`src/rtl/addsub_pkg.sv`:
```
// Shared definitions for the multi-channel add/subtract stream engine:
// lane mode encodings, saturation bounds and a queue-entry shape.
package addsub_pkg;

  localparam logic MODE_ADD = 1'b0;
  localparam logic MODE_SUB = 1'b1;

  localparam int DEF_DATA_WIDTH = 32;
  localparam int DEF_CHANNELS   = 2;

  // One queued result vector at the default widths.
  typedef struct packed {
    logic [DEF_CHANNELS*DEF_DATA_WIDTH-1:0] result;
    logic [DEF_CHANNELS-1:0]                overflow;
  } entry_t;

  // Largest positive two's complement value of the given width.
  function automatic logic signed [63:0] sat_max(input int width);
    return (64'sd1 <<< (width - 1)) - 64'sd1;
  endfunction

  // Most negative two's complement value of the given width.
  function automatic logic signed [63:0] sat_min(input int width);
    return -(64'sd1 <<< (width - 1));
  endfunction

endpackage

```
`src/rtl/addsub_lane.sv`:
```
// One combinational lane: signed A+B or A-B with overflow detection and
// optional clamping to the representable range.
module addsub_lane
  import addsub_pkg::*;
#(
  parameter int DATA_WIDTH = 32,
  parameter bit SATURATE   = 1'b1
) (
  input  logic signed [DATA_WIDTH-1:0] a,
  input  logic signed [DATA_WIDTH-1:0] b,
  input  logic                         mode,
  output logic signed [DATA_WIDTH-1:0] y,
  output logic                         ovf
);

  localparam logic signed [63:0]           MAX64 = sat_max(DATA_WIDTH);
  localparam logic signed [63:0]           MIN64 = sat_min(DATA_WIDTH);
  localparam logic signed [DATA_WIDTH-1:0] MAXV  = MAX64[DATA_WIDTH-1:0];
  localparam logic signed [DATA_WIDTH-1:0] MINV  = MIN64[DATA_WIDTH-1:0];

  // Clamp a one-bit-wider sum: the extra top bit gives the true sign.
  function automatic logic signed [DATA_WIDTH-1:0] clamp(input logic signed [DATA_WIDTH:0] s);
    if (s[DATA_WIDTH] != s[DATA_WIDTH-1]) return s[DATA_WIDTH] ? MINV : MAXV;
    return s[DATA_WIDTH-1:0];
  endfunction

  logic signed [DATA_WIDTH:0] a_x;
  logic signed [DATA_WIDTH:0] b_x;
  logic signed [DATA_WIDTH:0] s_x;

  // Extended-precision add/sub, overflow when the two top bits disagree.
  always_comb begin
    a_x = {a[DATA_WIDTH-1], a};
    b_x = {b[DATA_WIDTH-1], b};
    s_x = (mode == MODE_SUB) ? (a_x - b_x) : (a_x + b_x);
    ovf = s_x[DATA_WIDTH] ^ s_x[DATA_WIDTH-1];
    y   = SATURATE ? clamp(s_x) : s_x[DATA_WIDTH-1:0];
  end

endmodule

```
`src/rtl/addsub_stream.sv`:
```
// Multi-channel add/subtract engine between an upstream FWFT FIFO and a
// downstream FIFO, with a small circular result queue in between.
module addsub_stream
  import addsub_pkg::*;
#(
  parameter int DATA_WIDTH = 32,
  parameter int CHANNELS   = 2,
  parameter int OUT_DEPTH  = 2,
  parameter bit SATURATE   = 1'b1
) (
  input  logic                           clock,
  input  logic                           reset,
  input  logic                           in_empty,
  output logic                           in_rd_en,
  input  logic [CHANNELS*DATA_WIDTH-1:0] op1,
  input  logic [CHANNELS*DATA_WIDTH-1:0] op2,
  input  logic [CHANNELS-1:0]            mode,
  input  logic                           out_full,
  output logic                           out_wr_en,
  output logic [CHANNELS*DATA_WIDTH-1:0] result,
  output logic [CHANNELS-1:0]            overflow,
  output logic [31:0]                    ops_done
);

  localparam int VW   = CHANNELS * DATA_WIDTH;
  localparam int PW   = $clog2(OUT_DEPTH);
  localparam int CNTW = PW + 1;

  logic [VW-1:0]       lane_y;
  logic [CHANNELS-1:0] lane_ovf;

  for (genvar g = 0; g < CHANNELS; g++) begin : g_lane
    addsub_lane #(
      .DATA_WIDTH (DATA_WIDTH),
      .SATURATE   (SATURATE)
    ) u_lane (
      .a    (op1[g*DATA_WIDTH +: DATA_WIDTH]),
      .b    (op2[g*DATA_WIDTH +: DATA_WIDTH]),
      .mode (mode[g]),
      .y    (lane_y[g*DATA_WIDTH +: DATA_WIDTH]),
      .ovf  (lane_ovf[g])
    );
  end

  logic [VW-1:0]       q_data_q [OUT_DEPTH];
  logic [VW-1:0]       q_data_d [OUT_DEPTH];
  logic [CHANNELS-1:0] q_ovf_q  [OUT_DEPTH];
  logic [CHANNELS-1:0] q_ovf_d  [OUT_DEPTH];
  logic [PW-1:0]       wr_ptr_q, wr_ptr_d;
  logic [PW-1:0]       rd_ptr_q, rd_ptr_d;
  logic [CNTW-1:0]     count_q, count_d;
  logic [31:0]         ops_done_q, ops_done_d;
  // Last popped head, shown while the queue is empty so result stays put.
  logic [VW-1:0]       hold_data_q, hold_data_d;
  logic [CHANNELS-1:0] hold_ovf_q, hold_ovf_d;
  logic                push, pop;

  // Handshake decode and next-state for queue, pointers and counter.
  always_comb begin
    push        = !reset && !in_empty && (count_q < CNTW'(OUT_DEPTH));
    pop         = !reset && (count_q != '0) && !out_full;
    q_data_d    = q_data_q;
    q_ovf_d     = q_ovf_q;
    wr_ptr_d    = wr_ptr_q;
    rd_ptr_d    = rd_ptr_q;
    ops_done_d  = ops_done_q;
    hold_data_d = hold_data_q;
    hold_ovf_d  = hold_ovf_q;
    if (push) begin
      q_data_d[wr_ptr_q] = lane_y;
      q_ovf_d[wr_ptr_q]  = lane_ovf;
      wr_ptr_d           = wr_ptr_q + 1'b1;
    end
    if (pop) begin
      hold_data_d = q_data_q[rd_ptr_q];
      hold_ovf_d  = q_ovf_q[rd_ptr_q];
      rd_ptr_d    = rd_ptr_q + 1'b1;
      ops_done_d  = ops_done_q + 32'd1;
    end
    unique case ({push, pop})
      2'b10:   count_d = count_q + 1'b1;
      2'b01:   count_d = count_q - 1'b1;
      default: count_d = count_q;
    endcase
  end

  // Control state and held head: cleared asynchronously.
  always_ff @(posedge clock or posedge reset) begin
    if (reset) begin
      wr_ptr_q    <= '0;
      rd_ptr_q    <= '0;
      count_q     <= '0;
      ops_done_q  <= '0;
      hold_data_q <= '0;
      hold_ovf_q  <= '0;
    end else begin
      wr_ptr_q    <= wr_ptr_d;
      rd_ptr_q    <= rd_ptr_d;
      count_q     <= count_d;
      ops_done_q  <= ops_done_d;
      hold_data_q <= hold_data_d;
      hold_ovf_q  <= hold_ovf_d;
    end
  end

  // Queue storage: never visible unless count says the slot is live.
  always_ff @(posedge clock) begin
    q_data_q <= q_data_d;
    q_ovf_q  <= q_ovf_d;
  end

  assign in_rd_en  = push;
  assign out_wr_en = pop;
  assign result    = (count_q != '0) ? q_data_q[rd_ptr_q] : hold_data_q;
  assign overflow  = (count_q != '0) ? q_ovf_q[rd_ptr_q]  : hold_ovf_q;
  assign ops_done  = ops_done_q;

endmodule

```
`config.mk`:
```
export PLATFORM = sky130hd
export DESIGN_NAME = addsub_stream
export DESIGN_NICKNAME = d
export VERILOG_FILES = /design/src/rtl/addsub_pkg.sv /design/src/rtl/addsub_lane.sv /design/src/rtl/addsub_stream.sv
export SDC_FILE = /design/constraint.sdc
export NUM_CORES = 1
export LEC_CHECK = 0
export CAP_MARGIN = 30
export CORE_MARGIN = 1
export CORE_UTILIZATION = 50
export CTS_BUF_LIST = sky130_fd_sc_hd__clkbuf_8
export DETAILED_ROUTE_END_ITERATION = 8
export PLACE_DENSITY = 0.78
export SYNTH_ARGS = -nofsm -noshare
export SYNTH_HDL_FRONTEND = slang
export SYNTH_SLANG_ARGS = --single-unit
export TNS_END_PERCENT = 1
```
`constraint.sdc`:
```
create_clock -name clock -period 4.05 [get_ports clock]
set_clock_uncertainty 0.1 [all_clocks]
set_input_delay 1.0125 -clock clock [delete_from_list [all_inputs] [get_ports clock]]
set_output_delay 1.0125 -clock clock [all_outputs]
set_load 0.005 [all_outputs]
```
==> impl_results.md, run 1 <==
- Status: complete, but fails checks
- Failing checks: negative setup slack
- Hold EP: hold_data_q[2]$_DFFE_PP0P_
- Setup TNS: -65010 ps
- Num CTS Buffers: 35
- Most frequent cells after synthesis: a21oi_1 (177), nor2_1 (150), o21ai_0 (135)
- Final slew viol count: 0
- Tcrit/Tclk final: 1.18
- I/O Buffers: 233
- Placer's final routability congestion estimate: 0.928
- Worst Path Max Fanout: 6
- Placed cells: 2365
- Final worst setup slack: -744 ps
- Initial antenna violation count: 0
- Async SR Flop Fraction: 0.436
- Final HPWL DP: 30500 µm
- Die X: 172 µm
- Reg area: 0.00652 mm²
- Initial core utilization: 0.513
- Unique masters post-synth: 61
- Std-Cell Rows: 61
- Clk buf depth: 3
- Synth Instances: 1499
- First drt pass iteration count: 6
- Worst hold path class: flop to flop
- Share of layout cells above drive strength 1: 0.276
- Cells on worst reg2reg path: 9
- Critical Path Max Stage Delay: 480 ps
- TritonCTS clock tree: done
- Worst r2r src: count_q[0]$_DFFE_PP0P_
- Net count after synthesis: 1703
- Area grow syn2layout: 49.6%
- Sink Count: 234
- Hold Path Depth: 2
- H-tree levels: 2
- Final ANT Viol Nets: 0
- Skew-Pair Late Insertion Delay: 510 ps
- Top-area cell type share of the netlist area: 0.276
- Core area: 0.0280 mm²
- Crit end category: flop
- Antenna diode count: 0
- Clk root buf: clkbuf_8
- CP arrival: 4920 ps
- Dominant cell type by area after synthesis: edfxtp_1
- Vias/cell: 5.52
- Power Dens Cells: 527 mW/mm²
- Vias in the first global route: 13000
- Fmax: 209 MHz
- Crit-path cells: dlygate4sd2_1 -> or3_4 -> buf_12 -> nor3_4 -> and2_4 -> buf_4 -> a21oi_1 -> xnor2_1 -> ha_1 -> nand2_2 -> o21ai_2 -> a2111o_1 -> a2111o_1 -> a21o_1 -> buf_6 -> a21oi_4 -> buf_6 -> buf_12 -> o21ai_4
- Crit Path Class: input pin to flop
- Yosys warns: 0
- Drt drc: 0
- Relative slew slack: 0.403
- Prevailing post-synth register cell: edfxtp_1
- Post-Place Setup Slack: -1640 ps
- Synth area leaders: edfxtp_1 (28%), dfrtp_1 (18%), xnor2_1 (7.3%), a21oi_1 (6.2%), ha_1 (5.9%)
- Area of the multi-input gates: 0.00817 mm²
- First-pass GRT wire length: 66700 µm
- Data required time of the critical path: 4180 ps
- Max cap viols: 0
- FILL cells: 1792
- Final std cells w/o fill: 2471
- VDD IR max: 346 µV
- Worst-Margin Slew: 896 ps
- Post-Syn Area: 0.0144 mm²
- Avg Inst Size Synth: 9.59 µm²
- Die area: 0.0294 mm²
- Final Hold Viols: 0
- RSZ-0062 raised after global routing: yes
- Gr usage total: 0.287
- Synth Register Bits: 234
- Hold path startpoint: hold_data_q[2]$_DFFE_PP0P_
- Register-to-Register Setup Slack: 1570 ps
- Crit-path slowest cell: a2111o_1
- Overall routed net length: 43900 µm
- Chip Height: 172 µm
- Finish-stage setup viols: 132
- Initial DRC Count: 1101
- IO Pins: 234
- Clock Pin Slew Worst Setup and Hold Paths: 60 ps
- Final worst path period need: 4790 ps
- Vias: 13600
- Largest net degree at the start of global routing: 94
- Sequential share of the synthesized area: 0.453
- WL/cell: 17.8 µm
- Total gr overflow: 0
- Crit start category: input pin
- Post-CTS Hold Buffers: 0
- Most instantiated library cell after synthesis: a21oi_1
- LEAKAGE: 9.30 nW
- R2R Path End: ops_done[29]$_DFFE_PP0P_
- EDFF count, synth: 132
- Final net count: 2272
-- layout make-up --
| cell class | count | share of cell area |
|---|---|---|
| Inverter | 47 | 0.00856 |
| Clock inverter | 20 | 0.00390 |
| Timing Repair Buffer | 600 | 0.255 |
| Clock buffer | 42 | 0.0269 |
| Tap cell | 378 | 0.0220 |
| Multi-Input combinational cell | 1150 | 0.380 |
| Sequential cell | 234 | 0.303 |
-- kinds of logic after synthesis --
| group | count (synthesis) | share of synthesized area |
|---|---|---|
| AO/OA/AOI/OAI | 430 | 0.172 |
| AND/OR/NAND/NOR | 421 | 0.134 |
| flip-flops | 234 | 0.453 |
| XOR/XNOR | 151 | 0.0933 |
| buffers and inverters | 115 | 0.0316 |
| adder cells (fa/ha/maj) | 79 | 0.0683 |
| multiplexers | 69 | 0.0481 |
-- stage by stage --
step           power [mW]  hold WS, ps  area [µm²]   util
6_report             11.3          380       21500  0.767
5_1_grt              11.9          406       21500  0.767
2_1_floorplan        6.11          351       14400      -
3_5_place_dp         8.75          371       19500  0.697
4_1_cts              11.0          385       21000  0.749
3_3_place_gp         8.57          362       19500  0.697
-- report_power, final --
group	leakage (nW)	internal [mW]	total, mW	switching (mW)
Combinational	6.42	2.98	5.90	2.93
Sequential	2.49	3.26	3.58	0.325
Clock	0.380	0.942	1.83	0.888
-- per-layer routing --
metal  GRT usage  routed length [µm]  share of wire  up-vias
li1            -                   -              -     6542
met1       0.406               19300           0.44     6494
met2       0.461               20600           0.47      514
met3      0.0327                2850          0.065       80
met4      0.0877                1100          0.025        0
met5           0                   0              0        -
-- worst max path at each step --
stage,startpoint,depth (start not counted),end
6_report,op2[36],19,q_data_q[35]$_DFFE_PP_
5_1_grt,op2[33],22,q_data_q[35]$_DFFE_PP_
4_1_cts,op2[33],21,q_data_q[52]$_DFFE_PP_
3_5_place_dp,op2[32],18,q_data_q[110]$_DFFE_PP_
3_3_place_gp,op2[32],18,q_data_q[103]$_DFFE_PP_
2_1_floorplan,op2[42],15,q_data_q[103]$_DFFE_PP_
-- flip-flops by register name, indices dropped and copies added (netlist names) --
signal and flops:
wr_ptr_q 1, ops_done 32, rd_ptr_q 1, q_ovf_q 4, hold_data_q 64, q_data_q 128
hold_ovf_q 2, count_q 2
-- critical path: cells and delay by family --
family / cells / cell delay [ps]
AO/OA/AOI/OAI: 7 / 1520
buffers and inverters: 6 / 950
AND/OR/NAND/NOR: 4 / 860
adder cells (fa/ha/maj): 1 / 310
XOR/XNOR: 1 / 270
-- repair_timing --
item | CTS | global route
gates cloned | 8 | 0
gates resized for setup | 152 | 113
buffers inserted | 28 | 9
pin swaps | 53 | 58
endpoints found under the setup margin | 132 | 132
-- layout by cell type, fill, tap and decap left out, types with 30 or more instances in the layout --
master | netlist | routed
a21oi_1 | 177 | 145
a21oi_2 | 7 | 34
buf_4 | 1 | 329
clkbuf_8 | 0 | 42
clkdlybuf4s50_1 | 0 | 206
dfrtp_1 | 102 | 101
edfxtp_1 | 132 | 132
ha_1 | 68 | 65
inv_1 | 47 | 52
mux2i_1 | 69 | 69
nand2_1 | 129 | 126
nor2_1 | 150 | 146
o21ai_0 | 135 | 97
xnor2_1 | 119 | 114
xor2_1 | 31 | 30
Power figures use the tool's default switching activity.
==> run 2, diff against run 1 <==
--- a/config.mk
+++ b/config.mk
@@ -6,7 +6,7 @@
 export NUM_CORES = 1
 export LEC_CHECK = 0
 export CAP_MARGIN = 30
-export CORE_MARGIN = 1
+export CORE_MARGIN = 4
 export CORE_UTILIZATION = 50
 export CTS_BUF_LIST = sky130_fd_sc_hd__clkbuf_8
 export DETAILED_ROUTE_END_ITERATION = 8
==> impl_results.md, run 2 (synthesis results as in run 1) <==
- WL/cell: 17.8 µm
- Register-to-Register Setup Slack: 1420 ps
- Crit-path cells: dlygate4sd2_1 -> or3_4 -> nor3_4 -> and2_4 -> buf_4 -> a21oi_1 -> xnor2_1 -> ha_1 -> nand2_1 -> o21ai_1 -> o21bai_1 -> a21oi_2 -> nor3_2 -> a2111o_1 -> a21o_1 -> a21oi_4 -> buf_12 -> a21oi_1
- Max cap viols: 0
- Fin area: 0.0214 mm²
- Final slew viol count: 0
- Finish-stage setup viols: 132
- First drt pass iteration count: 5
- Final ANT Viol Nets: 0
- Worst-Margin Slew: 895 ps
- Power Dens Cells: 525 mW/mm²
- Skew-Pair Late Insertion Delay: 510 ps
- Crit-path slowest cell: or3_4
- Hold EP: ops_done[31]$_DFFE_PP0P_
- Placed cells: 2370
- Status: complete, but fails checks
- Core area: 0.0281 mm²
- CP arrival: 4650 ps
- Fmax: 221 MHz
- Vias/cell: 5.57
- Die X: 178 µm
- Sink Count: 234
- Hold path startpoint: ops_done[31]$_DFFE_PP0P_
- Vias in the first global route: 13600
- Share of layout cells above drive strength 1: 0.277
- Hold WS: 375 ps
- Largest net degree at the start of global routing: 86
- Area after DPL: 0.0196 mm²
- Total gr overflow: 0
- Area grow syn2layout: 48.7%
- Placer's final routability congestion estimate: 0.948
- FILL cells: 1878
- Clk root buf: clkbuf_8
- Final std cells w/o fill: 2469
- Crit end category: flop
- Antenna diode count: 0
- RSZ-0062 raised after global routing: yes
- Clk buf depth: 3
- Max reg flops: 128
- Most common cell after layout, fill and taps aside: buf_4
- Worst hold path class: flop to flop
- Overall routed net length: 44100 µm
- Final worst path period need: 4530 ps
- Initial DRC Count: 1158
- I/O Buffers: 233
- Std-Cell Rows: 61
- Post-CTS Hold Buffers: 0
- Tcrit/Tclk final: 1.12
- Gr usage total: 0.271
- Final worst setup slack: -480 ps
- IO Pins: 234
- LEAKAGE: 9.19 nW
- Final Hold Viols: 0
- Crit start category: input pin
- Data required time of the critical path: 4170 ps
- VDD IR max: 331 µV
- Failing checks: negative setup slack
- Num CTS Buffers: 35
- Final net count: 2269
- Vias: 13800
- Cells on worst reg2reg path: 8
- Worst Path Max Fanout: 20
- Worst r2r src: count_q[0]$_DFFE_PP0P_
- Hold Path Depth: 1
- Most frequent cells in the layout: buf_4 (338), clkdlybuf4s50_1 (200), nor2_1 (145)
- Buf+Inv Stages, Crit Path: 3
- H-tree levels: 2
- Chip Height: 178 µm
- Clock Pin Slew Worst Setup and Hold Paths: 60 ps
- First-pass GRT wire length: 69500 µm
- Die area: 0.0315 mm²
- Initial core utilization: 0.512
- Crit-path most repeated cell: a21oi_1
- TritonCTS clock tree: done
- Register bank with the most flops: q_data_q
- Post-Place Setup Slack: -1530 ps
- R2R Path End: ops_done[28]$_DFFE_PP0P_
- Critical Path Max Stage Delay: 430 ps
- Initial antenna violation count: 0
- Drt drc: 0
- Crit Path Class: input pin to flop
- Relative slew slack: 0.403
- Final HPWL DP: 31800 µm
- Delay-heaviest family, CP: compound AO/OA/AOI/OAI gates
run 2: cell count changes in the layout (fill, tap and decap cells not counted), sizes merged, moves of 5 or more:
cell / previous run / this run
clkdlybuf4s50: 206 / 200
dlymetal6s2s: 13 / 5
inv: 55 / 60
clkdlybuf4s15: 2 / 7
dlygate4sd2: 6 / 14
run 2: metal layers:
layer / track usage / part of all wire
met2: 0.446 / 0.47
met5: 0 / 0
met1: 0.394 / 0.45
met3: 0.0224 / 0.066
met4: 0.0619 / 0.020
run 2: how the worst max path moves through the flow:
stage | slack [ps] | endpoint | start | cells after the start
2_1_floorplan | -940 | q_data_q[103]$_DFFE_PP_ | op2[42] | 15
5_1_grt | -630 | q_data_q[112]$_DFFE_PP_ | op2[32] | 22
6_report | -480 | q_data_q[47]$_DFFE_PP_ | op2[36] | 18
3_3_place_gp | -1460 | q_ovf_q[0]$_DFFE_PP_ | op2[1] | 21
4_1_cts | -420 | q_data_q[36]$_DFFE_PP_ | op2[33] | 19
3_5_place_dp | -1530 | q_data_q[58]$_DFFE_PP_ | op2[32] | 17
run 2: power breakdown:
group	switching (mW)	internal (mW)	leakage, nW
logic	2.93	2.90	6.31
clock network	0.871	0.928	0.381
registers	0.331	3.26	2.49
total	4.14	7.08	9.19
run 2: timing repair:
action | in CTS | in global routing
gates cloned | 5 | 0
resized for setup | 247 | 44
pin swaps | 83 | 24
setup endpoints to repair | 132 | 138
setup buffers | 31 | 0
run 2: cell type report:
type / count / area [µm²] / area share
well taps: 378 / 473 / 0.0221
clock inverters: 25 / 124 / 0.00580
flip-flops and latches: 234 / 6520 / 0.305
multi-input cells: 1150 / 8240 / 0.386
repair buffers: 597 / 5300 / 0.248
inverters: 47 / 184 / 0.00861
clock buffers: 38 / 523 / 0.0245
run 2: per-stage QoR:
step	utilization	total power [mW]	setup TNS (ps)
3_5_place_dp	0.697	8.81	-186950
3_3_place_gp	0.697	8.62	-177730
2_1_floorplan	-	6.11	-163030
4_1_cts	0.755	11.1	-42490
6_report	0.761	11.2	-52820
5_1_grt	0.761	11.8	-71410
